==> config.mk <==
export PLATFORM = sky130hd
export DESIGN_NAME = pixel_write_master
export DESIGN_NICKNAME = d
export VERILOG_FILES = /design/src/rtl/pixel_write_master.sv
export SDC_FILE = /design/constraint.sdc
export NUM_CORES = 1
export LEC_CHECK = 0
export CAP_MARGIN = 20
export CORE_ASPECT_RATIO = 1.2
export CORE_MARGIN = 5
export CORE_UTILIZATION = 27
export CTS_BUF_LIST = sky130_fd_sc_hd__clkbuf_4 sky130_fd_sc_hd__clkbuf_8 sky130_fd_sc_hd__clkbuf_16
export DETAILED_ROUTE_END_ITERATION = 7
export PLACE_DENSITY = 0.41
export SETUP_SLACK_MARGIN = 0.02
export SLEW_MARGIN = 10
export SYNTH_ARGS = -nofsm -noshare
export SYNTH_HDL_FRONTEND = slang
export SYNTH_SLANG_ARGS = --single-unit
==> constraint.sdc <==
create_clock -name clk -period 7.5 [get_ports clk]
set_clock_uncertainty 0.2 [all_clocks]
set_input_delay 1.125 -clock clk [delete_from_list [all_inputs] [get_ports clk]]
set_output_delay 1.125 -clock clk [all_outputs]
set_load 0.005 [all_outputs]
==> src/rtl/pixel_write_master.sv <==
// pixel_write_master
// Takes pixel write beats (byte offset, data, last flag) from the Julia pixel
// engine, queues them in a 16-entry FIFO in front of a single output register
// and issues each one as a single Avalon-MM write at BASE_ADDR + offset.
// Frame completion, the number of completed writes and the FIFO fill level
// are reported for the CSR block.
//
// Ports:
//   clk                 system clock
//   reset_n             synchronous active-low reset
//   clear               synchronous flush/restart pulse
//   in_valid/in_ready   beat handshake from the pixel engine
//   in_offset/in_data   byte offset and pixel data of the beat
//   in_last             final beat of the frame
//   master_address      Avalon write address
//   master_writedata    Avalon write data
//   master_write        Avalon write request
//   master_waitrequest  Avalon stall
//   busy                frame in progress or a write still pending
//   done                frame fully written (sticky until clear/reset)
//   write_count         Avalon writes completed since reset/clear
//   fill_level          FIFO occupancy, output register not included
module pixel_write_master #(
    parameter int ADDRWIDTH = 32,
    parameter int DATAWIDTH = 32,
    parameter int FIFO_AW   = 4,
    parameter logic [ADDRWIDTH-1:0] BASE_ADDR = ADDRWIDTH'(32'h0800_0000)
) (
    input  logic                 clk,
    input  logic                 reset_n,
    input  logic                 clear,
    input  logic                 in_valid,
    output logic                 in_ready,
    input  logic [ADDRWIDTH-1:0] in_offset,
    input  logic [DATAWIDTH-1:0] in_data,
    input  logic                 in_last,
    output logic [ADDRWIDTH-1:0] master_address,
    output logic [DATAWIDTH-1:0] master_writedata,
    output logic                 master_write,
    input  logic                 master_waitrequest,
    output logic                 busy,
    output logic                 done,
    output logic [31:0]          write_count,
    output logic [FIFO_AW:0]     fill_level
);

    localparam int DEPTH = 1 << FIFO_AW;
    localparam int EW    = ADDRWIDTH + DATAWIDTH + 1;
    localparam logic [FIFO_AW:0] DEPTH_C = (FIFO_AW + 1)'(DEPTH);

    typedef enum logic [1:0] {
        ST_IDLE  = 2'd0,
        ST_RUN   = 2'd1,
        ST_DRAIN = 2'd2,
        ST_DONE  = 2'd3
    } state_t;

    state_t state_reg, state_next;

    // FIFO storage and pointers
    logic [EW-1:0]        mem [DEPTH];
    logic [FIFO_AW-1:0]   wr_ptr_reg;
    logic [FIFO_AW-1:0]   rd_ptr_reg;
    logic [FIFO_AW:0]     count_reg;

    // Output register feeding the Avalon master
    logic                 out_valid_reg;
    logic [ADDRWIDTH-1:0] out_addr_reg;
    logic [DATAWIDTH-1:0] out_data_reg;
    logic                 out_last_reg;

    // Set when clear left a beat in the output register; that beat finishes
    // its write but belongs to the flushed frame, so it is not counted and
    // no new beats are taken until it is gone.
    logic                 clear_hold_reg;
    logic [31:0]          write_count_reg;

    logic                 fifo_full;
    logic                 fifo_empty;
    logic                 in_fire;
    logic                 out_fire;
    logic                 out_free;
    logic                 pop;
    logic                 push;
    logic                 bypass;
    logic [ADDRWIDTH-1:0] in_addr;
    logic [EW-1:0]        in_entry;
    logic [EW-1:0]        head;

    assign fifo_full  = (count_reg == DEPTH_C);
    assign fifo_empty = (count_reg == '0);

    // reset_n and clear gate the handshake directly so no beat can slip in
    // during a reset or flush cycle.
    assign in_ready = reset_n && !clear && !clear_hold_reg && !fifo_full &&
                      ((state_reg == ST_IDLE) || (state_reg == ST_RUN));
    assign in_fire  = in_valid && in_ready;

    assign out_fire = out_valid_reg && !master_waitrequest;
    assign out_free = !out_valid_reg || out_fire;

    // The output register refills from the FIFO head first; only when the
    // FIFO is empty can an incoming beat skip the FIFO.
    assign pop    = out_free && !fifo_empty && !clear;
    assign bypass = out_free && fifo_empty && in_fire;
    assign push   = in_fire && !bypass;

    // Address formed at push time, wrapping modulo 2^ADDRWIDTH.
    assign in_addr  = BASE_ADDR + in_offset;
    assign in_entry = {in_addr, in_data, in_last};
    assign head     = mem[rd_ptr_reg];

    // Next-state logic
    always_comb begin
        state_next = state_reg;
        case (state_reg)
            ST_IDLE:  if (in_fire) state_next = in_last ? ST_DRAIN : ST_RUN;
            ST_RUN:   if (in_fire && in_last) state_next = ST_DRAIN;
            ST_DRAIN: if (out_fire && out_last_reg) state_next = ST_DONE;
            ST_DONE:  state_next = ST_DONE;
            default:  state_next = ST_IDLE;
        endcase
        if (clear) begin
            state_next = ST_IDLE;
        end
    end

    // FIFO memory: no reset, written only on push.
    always_ff @(posedge clk) begin
        if (push) begin
            mem[wr_ptr_reg] <= in_entry;
        end
    end

    always_ff @(posedge clk) begin
        if (!reset_n) begin
            state_reg       <= ST_IDLE;
            wr_ptr_reg      <= '0;
            rd_ptr_reg      <= '0;
            count_reg       <= '0;
            out_valid_reg   <= 1'b0;
            out_addr_reg    <= '0;
            out_data_reg    <= '0;
            out_last_reg    <= 1'b0;
            clear_hold_reg  <= 1'b0;
            write_count_reg <= '0;
        end else begin
            state_reg <= state_next;
            if (clear) begin
                wr_ptr_reg      <= '0;
                rd_ptr_reg      <= '0;
                count_reg       <= '0;
                write_count_reg <= '0;
                // A beat already on the bus stays put until it is accepted.
                clear_hold_reg  <= out_valid_reg && !out_fire;
                if (out_fire) begin
                    out_valid_reg <= 1'b0;
                end
            end else begin
                if (push) begin
                    wr_ptr_reg <= wr_ptr_reg + 1'b1;
                end
                if (pop) begin
                    rd_ptr_reg <= rd_ptr_reg + 1'b1;
                end
                if (push && !pop) begin
                    count_reg <= count_reg + 1'b1;
                end else if (pop && !push) begin
                    count_reg <= count_reg - 1'b1;
                end

                if (out_fire) begin
                    if (clear_hold_reg) begin
                        clear_hold_reg <= 1'b0;
                    end else begin
                        write_count_reg <= write_count_reg + 32'd1;
                    end
                end

                if (pop) begin
                    out_valid_reg <= 1'b1;
                    out_addr_reg  <= head[EW-1 -: ADDRWIDTH];
                    out_data_reg  <= head[DATAWIDTH:1];
                    out_last_reg  <= head[0];
                end else if (bypass) begin
                    out_valid_reg <= 1'b1;
                    out_addr_reg  <= in_addr;
                    out_data_reg  <= in_data;
                    out_last_reg  <= in_last;
                end else if (out_fire) begin
                    out_valid_reg <= 1'b0;
                end
            end
        end
    end

    assign master_write     = out_valid_reg;
    assign master_address   = out_addr_reg;
    assign master_writedata = out_data_reg;
    assign busy             = (state_reg == ST_RUN) || (state_reg == ST_DRAIN) || out_valid_reg;
    assign done             = (state_reg == ST_DONE);
    assign write_count      = write_count_reg;
    assign fill_level       = count_reg;

endmodule
Yosys cells after proc, flatten, opt, wreduce, memory -nomap -nowiden

Memories as Yosys holds them, arrays and structs flattened. A register that Yosys moved wholly into a read port is not among the register bits.
Cells that the tools add are included.

Latch bits: 0
Input port bits: 70
Bits in registers: 114
Word-level logic and storage cells: 89
Memories kept: 1
Memory bits (writable): 1,040
Memory bits (read-only): 0

Add/subtract/negate cells: 6
Equal/unequal tests: 7
Bitwise logic cells: 3
Divide/modulo/power cells: 0
Reduce and logical (&&, ||, !) cells: 39
$lt $le $gt $ge: 0
Shift-type cells: 0
Multiplexer cells: 23
Multipliers: 0

Memory list:

| name | words | width | rd ports | clocked after Yosys merged registers in | write ports | line | source |
|---|---|---|---|---|---|---|---|
| mem  | 16    | 65    | 1        | 1                                       | 1           | 61   | `logic [EW-1:0] mem [DEPTH];` |

Operators with widths:

| cell                                             | number |
|---|---|
| 2-to-1 mux 32 bit                                | 4 |
| adder 28 x 32 -> 32 bit, first input constant    | 1 |
| adder 32 x 1 -> 32 bit, second input constant    | 1 |
| logical AND 1 bit                                | 16 |
| zero test 1 bit                                  | 10 |
| 2-to-1 mux 1 bit                                 | 10 |
| 2-to-1 mux 5 bit                                 | 2 |
| adder 4 x 1 -> 4 bit, second input constant      | 2 |
| 2-to-1 mux 2 bit                                 | 4 |
| 2-to-1 mux 4 bit                                 | 2 |
| case mux 2 bit (4 select lines)                  | 1 |
| inequality test 2 bit, second input constant     | 3 |
| nonzero test 2 bit                               | 3 |
| adder 5 x 1 -> 5 bit, second input constant      | 1 |
| == test 5 bit, second input constant             | 1 |
| zero test 5 bit                                  | 1 |
| subtractor 5 x 1 -> 5 bit, second input constant | 1 |
| == test 2 bit, second input constant             | 2 |
| logical OR 1 bit                                 | 4 |
| AND reduction 2 bit                              | 2 |
| inverter 1 bit                                   | 3 |
| AND reduction 3 bit                              | 1 |
| == test 2 x 1 -> 1 bit, second input constant    | 1 |
| zero test 2 bit                                  | 1 |
| OR reduction 2 bit                               | 1 |

Depth between registers and ports, before layout

Gate-level depths: netlist of the first run.

Word-level depth: 13
Mapped depth: 12

Least setup slack after synthesis of the first run

OpenSTA, ideal clock, no wires.

Kind: input port to flip-flop
Start: input reset_n
End: memory mem[3][0] in the netlist's numbering, enable pin
Path buffers: 1
Setup time: 568 ps
Stages: 5
Slack: 267 ps
Arrival time: 6,465 ps
Path through: buf_2 -> nand3b_1 -> a2111oi_4 -> nand2_1 -> nor3_1

Word-level cells in the longest chain between the ends: 10

Ends and longest elaborated chain:

| what                                       | line | source |
|---|---|---|
| start, declared                            | 30   | `input logic reset_n,` |
| logical AND 1 bit (*) (4 in a row)         | 95   | `assign in_ready = reset_n && !clear && !clear_hold_reg && !fifo_full &&` |
| logical AND 1 bit (*)                      | 97   | `assign in_fire = in_valid && in_ready;` |
| logical AND 1 bit                          | 105  | `assign bypass = out_free && fifo_empty && in_fire;` |
| zero test 1 bit                            | 106  | `assign push = in_fire && !bypass;` |
| logical AND 1 bit (*)                      | 106  |  |
| via push                                   | 84   | `logic push;` |
| 2-to-1 mux 1 bit (*)                       | 130  | `if (push) begin` |
| 2-to-1 mux 1 bit (implied by the code) (*) | 131  | `mem[wr_ptr_reg] <= in_entry;` |
| end, declared                              | 61   |  |

Mark *: on every way through the listed nets, which the timed path passes. The rest lies on a longest branch.

Worst setup path in the final report of the first run

Start: input clear
End: output in_ready

Word-level cells in the longest chain between the ends: 5

Ends and longest elaborated chain:

| what                           | line | source |
|---|---|---|
| start, declared                | 31   | `input logic clear,` |
| zero test 1 bit                | 95   |  |
| logical AND 1 bit (4 in a row) | 95   |  |
| end, declared                  | 33   | `output logic in_ready,` |

No other way between the ends.

==> reports/metrics.yaml, run 1 <==
run_status:
  status: "completed"
grt:
  grt_pass1_vias: 23600
  grt.overflow.total: 0
  grt_usage_pct: 14.0
  antenna_found_initial: 14
  grt_max_degree: 103
  grt_first_pass_wirelength_um: 176000
final_layout:
  nets: 2450
  mostFrequentLayoutCells: "edfxtp_1 (1040), mux4_2 (260), clkdlybuf4s50_1 (173)"
  layout-drive-gt1-share_pct: 23.5
  largest_register_ffs: 1040
  multi_input_area_sq_mm: 0.0103
  fillers: 15500
  seqCellArea_sq_mm: 0.0336
  utilization_pct: 32.2
  final_common_cell: "edfxtp_1"
  largest_register: "mem"
  synthToLayoutAreaGrowth_pct: 18.9
routing:
  drc: 0
  met3_wirelength_um: 4460
  wl_um: 122000
  dr.first_iter.drc_count: 1485
  vias: 21800
  antenna_left: 0
  met2_length_um: 62600
  top_layer_used: "met5"
  firstDrtPassIters: 4
  avgRoutedWirePerCell_um: 26.5
  vias_per_cell: 4.73
  met1_length_um: 52300
timing:
  relSlewSlack_pct: 29.4
  rsz0062_at_grt: "no"
  fin_crit_sh_pct: 56.6
  fmax_ghz: 0.236
  fin_crit_ns: 4.24
  hold_ws_ns: 0.303
  hold_viol: 0
  tns_ns: 0
  drv_slew: 0
  tightest_slew_ns: 1.06
  setup_viol: 0
clocking:
  path_clk_slew_ns: 0.06
  cts_tree: "done"
  cts_hold_buffers: 0
  clkLatencyLatePin_ns: 0.73
  cts_setup_buffers: 0
  ctsResizeCount: 0
  numCtsBuffers: 118
  clock_sinks: 1158
  cts-root-buf: "clkbuf_16"
  ctsLongestPathBuffers: 3
  cts-htree-levels: 3
setup_path:
  cp_max_fo: 5
  critPathBufInv: 3
  slowest_stage: "clkdlybuf4s50_1"
  end_kind: "primary output"
  max_stage_delay_ns: 0.62
  critical_path_class: "input pin to primary output"
  crit_chain: "clkdlybuf4s50_1 -> inv_1 -> nand2_1 -> a2111oi_0 -> clkdlybuf4s50_1"
  required_ns: 6.17
  path_delay_family: "buffers and inverters"
  cp_common_cell: "clkdlybuf4s50_1"
  start_kind: "input pin"
  critPathArrivalTime_ns: 2.92
floorplan:
  start_util_pct: 27.1
  num_rows: 163
  core_area_sq_mm: 0.164
  die-area_sq_mm: 0.173
  boundaryPins: 175
  die_width_um: 381
  fp.dieH_um: 455
synthesis:
  postSynth.asyncResetShare_pct: 0
  synth_cell_types: 55
  ys_warn_count: 0
  yosysSeqAreaShare_pct: 75.5
  synth_area_leader_cell: "edfxtp_1"
  ys.flop_type: "edfxtp_1"
  syn-instance-count: 2140
  ys_ff_latch: 1158
  synthTopCellsByArea: "edfxtp_1 (70%), mux4_2 (13%), dfxtp_1 (5.3%), a211oi_1 (1.6%), mux2i_1 (1.4%)"
  syn_nets: 2227
  synth_top_cell_area_share_pct: 70.2
  syn_area_sq_mm: 0.0445
  synth-edff-count: 1040
  syn_area_per_cell_sq_um: 20.8
power:
  peakVddDrop_uv: 208
  power_density_mw_per_mm2: 259
  leakage_uw: 0.0157
place:
  gp_congestion: 0.702
  dp_hpwl_um: 66400
  port_buffers: 174
job:
  drv_cap: 0
worst_hold_path:
  hp-class: "register to register"
cell families after synthesis:
kind of cell / after synthesis / synth area share (%)
flip-flops: 1158 / 75.5
multiplexers: 324 / 14.6
AO/OA/AOI/OAI: 240 / 4.46
AND/OR/NAND/NOR: 224 / 2.71
buffers and inverters: 141 / 1.54
XOR/XNOR: 36 / 0.709
adder cells (fa/ha/maj): 17 / 0.495
per-layer routing:
metal	track usage [%]	up-vias
li1	-	9422
met1	17.9	11900
met2	24.7	376
met3	2.30	136
met4	3.84	12
met5	0	-
area by class of cell:
| type | count | share of cell area (%) |
|---|---|---|
| Sequential cell | 1158 | 63.5 |
| Clock buffer | 158 | 6.29 |
| Antenna cell | 4 | 0.0189 |
| Tap cell | 2145 | 5.07 |
| Timing Repair Buffer | 232 | 4.31 |
| Clock inverter | 65 | 1.14 |
| Inverter | 12 | 0.0875 |
| Multi-Input combinational cell | 841 | 19.6 |
power breakdown:
group,total (uW),internal (uW),switching [uW]
registers,7150,7080,70.0
clock network,5940,3430,2510
logic,589,261,328
total,13700,10800,2910
cell usage after synthesis, drive strengths merged, types with 20 or more instances:
master	count
buf	63
nor2b	66
o221ai	65
mux4	260
nand2	28
dfxtp	118
a21oi	21
xor2	20
edfxtp	1040
nor2	59
a211oi	125
mux2i	64
clkbuf	66
stage by stage:
step | std cells | area (sq um) | worst slack (ns) | total power [uW]
CTS | 4610 | 52900 | 3.20 | 13900
detailed placement | 4387 | 48900 | 2.42 | 7900
global route | 4612 | 52900 | 3.11 | 14200
global placement | 4387 | 48900 | 2.44 | 7890
floorplan | 2140 | 44500 | 0.267 | 7520
finish | 4615 | 52900 | 3.26 | 13700
path summary, 6_finish.rpt:
check	slack, ns	endpoint	cells after the start	start
hold / removal	0.30	register	2	rd_ptr_reg[1]$_SDFFE_PP0N_
setup / recovery	3.26	in_ready	5	clear
hold reg to reg	0.30	register	2	rd_ptr_reg[1]$_SDFFE_PP0N_
setup reg to reg	3.69	mem[15][23]$_DFFE_PP_	7	state_reg[1]$_SDFFE_PP0P_
worst min-delay path, delay by kind of cell, from the launching register on:
family	cells	cell delay [ns]
DFF	1	0.33
AOI/OAI and AO/OA	1	0.07
and+or+nand+nor	1	0.06
Power figures use the tool's default switching activity.
==> run 2: changes to the inputs <==
--- a/config.mk
+++ b/config.mk
@@ -11,7 +11,7 @@
 export CORE_UTILIZATION = 27
 export CTS_BUF_LIST = sky130_fd_sc_hd__clkbuf_4 sky130_fd_sc_hd__clkbuf_8 sky130_fd_sc_hd__clkbuf_16
 export DETAILED_ROUTE_END_ITERATION = 7
-export PLACE_DENSITY = 0.41
+export PLACE_DENSITY = 0.4
 export SETUP_SLACK_MARGIN = 0.02
 export SLEW_MARGIN = 10
 export SYNTH_ARGS = -nofsm -noshare
==> constraint.sdc (replaced) <==
create_clock -name clk -period 4.1 [get_ports clk]
set_clock_uncertainty 0.2 [all_clocks]
set_input_delay 0.615 -clock clk [delete_from_list [all_inputs] [get_ports clk]]
set_output_delay 0.615 -clock clk [all_outputs]
set_load 0.005 [all_outputs]
==> reports/metrics.yaml, run 2 (same netlist as run 1, synthesis figures left out) <==
grt:
  grt_first_pass_wirelength_um: 177000  # +0.29%
  grt_pass1_vias: 24100  # +2.2%
  antenna_found_initial: 17  # +3
  grt_max_degree: 73  # -29%
  grt.overflow.total: 0  # unchanged
  grt_usage_pct: 14.1  # +0.099 points
clocking:
  clock_sinks: 1158  # unchanged
  cts_hold_buffers: 0  # unchanged
  ctsLongestPathBuffers: 3  # unchanged
  cts_tree: "done"
  cts-htree-levels: 3  # unchanged
  cts_setup_buffers: 0  # unchanged
  numCtsBuffers: 119  # +0.85%
  path_clk_slew_ns: 0.06  # about the same
  ctsResizeCount: 0  # unchanged
  clkLatencyLatePin_ns: 0.75  # +0.02 ns
  cts-root-buf: "clkbuf_16"
place:
  dp_hpwl_um: 66200  # -0.36%
  pre_cts_ws_ns: 0.282  # -2.14 ns
  gp_congestion: 0.704  # +0.31%
  port_buffers: 174  # unchanged
final_layout:
  mostFrequentLayoutCells: "edfxtp_1 (1040), mux4_2 (260), clkdlybuf4s50_1 (173)"
  fillers: 15400  # -0.58%
  nets: 2476  # +1.1%
  final_common_cell: "edfxtp_1"
  largest_register: "mem"
  largest_register_ffs: 1040  # unchanged
  layout-drive-gt1-share_pct: 24.5  # +1.1 points
  utilization_pct: 32.7  # +0.50 points
  synthToLayoutAreaGrowth_pct: 20.7
  seqCellArea_sq_mm: 0.0336  # unchanged
  multi_input_area_sq_mm: 0.0104  # +0.27%
timing:
  relSlewSlack_pct: 39.3  # +9.8 points
  drv_slew: 0  # unchanged
  setup_viol: 0  # unchanged
  fin_crit_sh_pct: 82.2
  finalWorstSetupSlack_ns: 0.731  # -2.53 ns
  tightest_slew_ns: 0.911  # -0.145 ns
  fin_crit_ns: 3.37
  rsz0062_at_grt: "no"
  hold_viol: 0  # unchanged
  fmax_ghz: 0.297
floorplan:
  start_util_pct: 27.1  # unchanged
  core_area_sq_mm: 0.164  # unchanged
  die_width_um: 381  # unchanged
  die-area_sq_mm: 0.173  # unchanged
  num_rows: 163  # unchanged
  fp.dieH_um: 455  # unchanged
  boundaryPins: 175  # unchanged
setup_path:
  reg2reg_depth: 10  # +3
  required_ns: 3.28  # -2.89 ns
  end_kind: "primary output"
  cp_max_fo: 6  # +1
  start_kind: "register"
  rrSetupSlack_ns: 0.90  # -2.79 ns
  critical_path_class: "register to primary output"
  critPathArrivalTime_ns: 2.55  # -0.37 ns
run_status:
  status: "completed"
routing:
  firstDrtPassIters: 5  # +1
  vias: 22000  # +0.98%
  vias_per_cell: 4.74  # +0.30%
  drc: 0  # unchanged
  wl_um: 124000  # +1.4%
  antenna_left: 0  # unchanged
  dr.first_iter.drc_count: 1398  # -5.9%
  avgRoutedWirePerCell_um: 26.7  # +0.72%
worst_hold_path:
  hp-class: "register to register"
  min_path_cells: 2  # unchanged
power:
  power_density_mw_per_mm2: 472  # +83%
  total_power_uw: 25400  # +86%
  leakage_uw: 0.0159  # +1.7%
  peakVddDrop_uv: 345  # +66%
job:
  drv_cap: 0  # unchanged
[run 2: path summary, 6_finish.rpt]
kind                                startpoint                      endpoint
setup / recovery    fill_level[1]$_SDFFE_PP0P_                      in_ready
hold / removal    write_count[31]$_SDFFE_PP0P_  write_count[31]$_SDFFE_PP0P_
hold reg to reg   write_count[31]$_SDFFE_PP0P_  write_count[31]$_SDFFE_PP0P_
setup reg to reg    fill_level[1]$_SDFFE_PP0P_    fill_level[4]$_SDFFE_PP0P_
[run 2: final cells by class]
| cell class | instances | area share [%] |
|---|---|---|
| Tap cell | 2145 | 5.00 |
| Timing Repair Buffer | 257 | 5.42 |
| Clock inverter | 71 | 1.33 |
| Inverter | 12 | 0.0862 |
| Multi-Input combinational cell | 841 | 19.3 |
| Clock buffer | 155 | 6.26 |
| Antenna cell | 7 | 0.0326 |
| Sequential cell | 1158 | 62.6 |
[run 2: through the flow]
step | instances | setup TNS [ns] | cell area [sq um] | hold WS [ns]
global route | 4640 | 0 | 53700 | 0.315
detailed placement | 4413 | 0 | 49600 | 0.286
floorplan | 2140 | -502.94 | 44500 | 0.266
global placement | 4413 | 0 | 49600 | 0.270
finish | 4646 | 0 | 53700 | 0.296
CTS | 4639 | 0 | 53700 | 0.296
[run 2: per-layer routing]
layer	share of wire [%]	global-route usage (%)
met1	43	17.9
met2	51	24.7
met3	4.4	2.51
met4	2.3	4.09
met5	0.031	0
[run 2: worst max-delay path, stage by stage, from the launching register on]
cell,delay [ns]
dfxtp_1,0.39
nor4_1,0.68
a2111oi_0,0.24
clkdlybuf4s50_1,0.50
[run 2: power breakdown]
group	total, uW	switching (uW)	leakage [uW]	internal, uW
sequential	13100	122	0.0103	13000
combinational	1100	597	0.00360	500
clock	11200	4670	0.00202	6540
